## src/rtl/cache_pkg.sv

```systemverilog
// cache_pkg: shared state encoding, SRAM base address and cache address field positions
package cache_pkg;
  typedef enum logic [1:0] {IDLE, RD_MISS, WR_WAIT} state_t;
  localparam logic [31:0] ADDR_BASE = 32'd1024;
  localparam int CACHE_ADDR_W = 17;
  localparam int LINE_W = 64;
  localparam int TAG_MSB = 16;
  localparam int TAG_LSB = 7;
  localparam int IDX_MSB = 6;
  localparam int IDX_LSB = 1;
  localparam int OFS_BIT = 0;
endpackage

```

## src/rtl/cache_addr_map.sv

```systemverilog
// cache_addr_map: byte address to cache word address, (address - ADDR_BASE)[18:2]
module cache_addr_map
  import cache_pkg::*;
(
  input  logic [31:0]             address,
  output logic [CACHE_ADDR_W-1:0] cache_address
);
  assign cache_address = CACHE_ADDR_W'((address - ADDR_BASE) >> 2);
endmodule

```

## src/rtl/cache_controller.sv

```systemverilog
// cache_controller: write-through no-write-allocate cache requester with read-miss fill from SRAM
module cache_controller
  import cache_pkg::*;
(
  input  logic                    clk,
  input  logic                    rst,
  input  logic                    MEM_R_EN,
  input  logic                    MEM_W_EN,
  input  logic [31:0]             address,
  input  logic [31:0]             wdata,
  output logic [31:0]             rdata,
  output logic                    ready,
  output logic [31:0]             sram_address,
  output logic [31:0]             sram_wdata,
  output logic                    sram_read,
  output logic                    sram_write,
  input  logic                    sram_ready,
  input  logic [LINE_W-1:0]       sram_rdata,
  output logic                    Cache_WE,
  output logic                    Cache_RE,
  output logic                    checkInvalidation,
  output logic [CACHE_ADDR_W-1:0] CacheAddress,
  output logic [LINE_W-1:0]       CacheWriteData,
  input  logic                    hit,
  input  logic [31:0]             cache_rdata
);
  state_t state, state_n;
  logic [31:0] addr_q, data_q;
  logic idle, wr_req, rd_hit, rd_miss, fill;
  assign idle = state == IDLE;
  assign wr_req = idle && MEM_W_EN;
  assign rd_hit = idle && !MEM_W_EN && MEM_R_EN && hit;
  assign rd_miss = idle && !MEM_W_EN && MEM_R_EN && !hit;
  assign fill = state == RD_MISS && sram_ready;
  cache_addr_map u_map (
    .address       (idle ? address : addr_q),
    .cache_address (CacheAddress)
  );
  always_ff @(posedge clk) begin
    if (rst) begin
      state <= IDLE;
      addr_q <= '0;
      data_q <= '0;
    end else begin
      state <= state_n;
      if (wr_req || rd_miss) addr_q <= address;
      if (wr_req) data_q <= wdata;
    end
  end
  always_comb begin
    state_n = state;
    if (idle) state_n = wr_req ? WR_WAIT : rd_miss ? RD_MISS : IDLE;
    else if (sram_ready) state_n = IDLE;
  end
  always_comb begin
    sram_address = addr_q;
    sram_wdata = data_q;
    sram_read = state == RD_MISS;
    sram_write = state == WR_WAIT;
    Cache_WE = fill;
    Cache_RE = rd_hit;
    checkInvalidation = wr_req;
    CacheWriteData = sram_rdata;
    ready = idle ? !(wr_req || rd_miss) : sram_ready;
    rdata = rd_hit ? cache_rdata :
            fill ? (CacheAddress[OFS_BIT] ? sram_rdata[63:32] : sram_rdata[31:0]) : 32'd0;
  end
endmodule

```

## config.mk

```make
export PLATFORM = sky130hd
export DESIGN_NAME = cache_controller
export DESIGN_NICKNAME = d
export VERILOG_FILES = /design/src/rtl/cache_pkg.sv /design/src/rtl/cache_addr_map.sv /design/src/rtl/cache_controller.sv
export SDC_FILE = /design/constraint.sdc
export NUM_CORES = 1
export LEC_CHECK = 0
export CAP_MARGIN = 20
export CORE_AREA = 2 2 135 137
export CTS_CLUSTER_DIAMETER = 50
export DETAILED_ROUTE_END_ITERATION = 8
export DIE_AREA = 0 0 137 139
export PLACE_DENSITY = 0.6
export SYNTH_ARGS = -nofsm -noshare
export SYNTH_HDL_FRONTEND = slang
export SYNTH_SLANG_ARGS = --single-unit
```

## constraint.sdc

```tcl
create_clock -name clk -period 5.35 [get_ports clk]
set_clock_uncertainty 0.2 [all_clocks]
set_input_delay 1.07 -clock clk [delete_from_list [all_inputs] [get_ports clk]]
set_output_delay 1.07 -clock clk [all_outputs]
set_load 0.02 [all_outputs]
```

==> flow_summary.yaml <==
floorplanning:
  die_width_um: 137
  fp.dieH_um: 139
  pin_count: 349
  die-area_mm2: 0.0190
  core_area_mm2: 0.0177
  rows: 49
  initial_utilization_pct: 22.0
global_routing:
  antenna_found_initial: 1
  groute.usage.overall_pct: 16.8
  groute.layer.met2.usage_pct: 30.0
  grt_first_pass_wirelength_um: 24300
  top_usage_layer_grt: "met2"
  met3_usage_pct: 6.32
  number_of_global_route_vias_before_repair: 4122
  gr-total-overflow: 0
  groute.layer.met1.usage_pct: 18.5
  grt_start_max_net_pins: 43
drt:
  dr.pass1.iters: 4
  detail_route.iter0.violations: 136
  final_wl_um: 16800
  via_per_inst: 4.22
  ant_nets: 0
  wl_per_cell_um: 16.4
  drt_drc_violations_left: 0
  via_count: 4310
placement:
  dpl.cell_count: 1005
  placement.io_buffers: 348
  placedInstanceArea_mm2: 0.00710
  dp.final_hpwl_um: 13400
  place_congestion: 0.777
power:
  pwr-share-seq_pct: 31.3
  combinationalPowerShare_pct: 35.9
  power.net_switching_uw: 542
  power_density_mw_per_mm2: 237
  power.share.clock_pct: 32.8
  leakagePower_nw: 2.84
  p_int_mw: 1.21
  worst_ir_drop_vdd_mv: 0.202
  fin_total_pwr_mw: 1.76
  power_switching_share_pct: 30.9
timing:
  period_needed_ns: 5.12
  part_of_the_cycle_the_worst_path_needs_pct: 95.7
  worst_pin_slew_ns: 0.835
  setup-tns-final_ns: 0
  rsz0062_at_grt: "false"
  finalMaxSlewViolations: 0
  worst_slew_margin_rel_pct: 44.3
  report.final.setup_viol: 0
  final_hold_viol_count: 0
  fmax_ghz: 0.195
synthesis:
  synthesis.area_per_instance_um2: 7.54
  post_synthesis_register_bit_count: 66
  syn-num-nets: 682
  yosys.area.top_type: "sky130_fd_sc_hd__dfxtp_1"
  synth_largest_type_area_fraction_pct: 34.0
  netlist_area_mm2: 0.00388
  syn-instance-count: 515
  yosys_warning_count: 0
  synth-seq-area-share_pct: 34.0
  yosysUniqueCellTypes: 34
  ys_top_cells_by_area: "sky130_fd_sc_hd__dfxtp_1 34%, sky130_fd_sc_hd__nand2_1 16%, sky130_fd_sc_hd__buf_4 13%, sky130_fd_sc_hd__mux2i_1 10%, sky130_fd_sc_hd__a21oi_1 8.6%"
cts:
  clock_path_buffers: 2
  clock_insertion_delay_worst_skew_ns: 0.34
  clk_pin_slew_ns: 0.05
  clk_root_buffer_cell: "sky130_fd_sc_hd__clkbuf_16"
  postCtsResizedCells: 0
  cts_setup_buffers: 0
  number_of_clock_sinks: 66
  cts-buffers-inserted: 9
  tritoncts: "yes"
  holdBufCountCts: 0
  h-tree-depth: 3
finish:
  post_layout_nonfiller_instances: 1022
  layout.core_utilization_pct: 41.9
  layout.nets: 954
  drive_above_1_share_pct: 4.80
  area.growth.synth_to_final_pct: 90.4
  postLayoutCellArea_mm2: 0.00739
run:
  drv_cap: 0
min_path:
  worstHoldPathType: "flop to flop"
critical_path:
  timing_worst_setup_path_type: "primary input to primary output"
  crit_fanout: 4
  endpoint_kind_of_the_worst_setup_timing_path: "primary output"
  crit_path_start_kind: "primary input"
  worstPathRequired_ns: 4.08
  worst_ep_arrival_time_ns: 3.85
outcome:
  status: "finished, final reports clean"
-- logic make-up after synthesis --
kind of cell / after synthesis / share of synthesized area (%)
mux: 48 / 13.1
buf+inv: 101 / 16.8
compound gates: 108 / 14.5
flops: 66 / 34.0
fa+ha+maj: 1 / 0.322
xor+xnor: 7 / 1.58
simple gates: 184 / 19.7
-- synthesized netlist by cell type (all sizes together) --
cell and number:
or3b 2, o31a 3, nor2b 4, dfxtp 66, o21ai 34, xnor2 5
mux2 8, nor3 1, o31ai 1, clkbuf 15, a21o 1, inv 5
nor4 1, nand3 1, nor2 4, o21a 1, ha 1, nand3b 1
nand2 163, buf 81, and3 1, nand2b 2, or4 3, a21oi 67
o32ai 1, or3 1, xor2 2, mux2i 40
-- metal layers --
metal	up-vias	wire, um	share of wire (%)
met5	-	0	0
met4	0	226	1.3
met3	13	1620	9.6
met2	194	8500	51
met1	1919	6450	38
li1	2184	-	-
-- state kept, by name, indices dropped and copies added (netlist names) --
register	flops
state	2
sram_wdata	32
sram_address	32
-- through the flow --
stage	worst slack [ns]	hold WS, ns
after global routing	0.110	0.265
after detailed placement	0.246	0.246
after CTS	0.232	0.253
after floorplan	0.975	0.305
final	0.232	0.250
after global placement	0.283	0.240
-- area by class of cell --
cell class,count,area [um2]
fill,1813,10300
timing repair buffer,357,3560
multi-input combinational,348,1920
sequential,66,1320
tap,229,287
clock buffer,11,233
clock inverter,5,55.1
inverter,5,18.8
antenna,1,2.50
-- power by group through the flow --
stage / clock, mW / combinational, mW / sequential [mW]
2_1_floorplan: 0 / 0.277 / 0.598
3_3_place_gp: 0 / 0.636 / 0.558
3_5_place_dp: 0 / 0.636 / 0.560
4_1_cts: 0.594 / 0.639 / 0.550
5_1_grt: 0.622 / 0.671 / 0.554
6_report: 0.575 / 0.631 / 0.549
-- layout by cell type, fill, tap and decap left out, types with 2 or more instances in the layout --
master and n:
sky130_fd_sc_hd__or4_1 3, sky130_fd_sc_hd__nor2b_1 4, sky130_fd_sc_hd__a21oi_1 67, sky130_fd_sc_hd__clkdlybuf4s50_1 347, sky130_fd_sc_hd__o21ai_1 8, sky130_fd_sc_hd__xnor2_1 5
sky130_fd_sc_hd__buf_4 8, sky130_fd_sc_hd__clkbuf_1 2, sky130_fd_sc_hd__o31a_1 3, sky130_fd_sc_hd__o21ai_0 25, sky130_fd_sc_hd__mux2_2 7, sky130_fd_sc_hd__dfxtp_1 66
sky130_fd_sc_hd__mux2i_1 39, sky130_fd_sc_hd__nand2b_1 2, sky130_fd_sc_hd__xor2_1 2, sky130_fd_sc_hd__clkinv_2 2, sky130_fd_sc_hd__clkinvlp_4 2, sky130_fd_sc_hd__nand2_1 163
sky130_fd_sc_hd__clkbuf_16 9, sky130_fd_sc_hd__inv_1 5, sky130_fd_sc_hd__nor2_1 3
-- worst paths after layout --
| path | slack, ns | to | from | cells after the start |
|---|---|---|---|---|
| setup / recovery | 0.23 | CacheAddress[16] | address[11] | 9 |
| hold / removal | 0.25 | sram_wdata[6] | sram_wdata[6] | 2 |
| hold reg to reg | 0.25 | sram_wdata[6] | sram_wdata[6] | 2 |
| setup reg to reg | 3.24 | sram_address[6] | state[1] | 6 |
-- critical path: stages --
cell                              delay, ns
sky130_fd_sc_hd__clkdlybuf4s50_1       0.42
sky130_fd_sc_hd__mux2_4                0.30
sky130_fd_sc_hd__inv_1                 0.07
sky130_fd_sc_hd__ha_1                  0.18
sky130_fd_sc_hd__or3b_1                0.39
sky130_fd_sc_hd__o32ai_1               0.46
sky130_fd_sc_hd__nand3_1               0.16
sky130_fd_sc_hd__xor2_1                0.18
sky130_fd_sc_hd__clkdlybuf4s50_1       0.62
(Power assumes the default switching activity.)
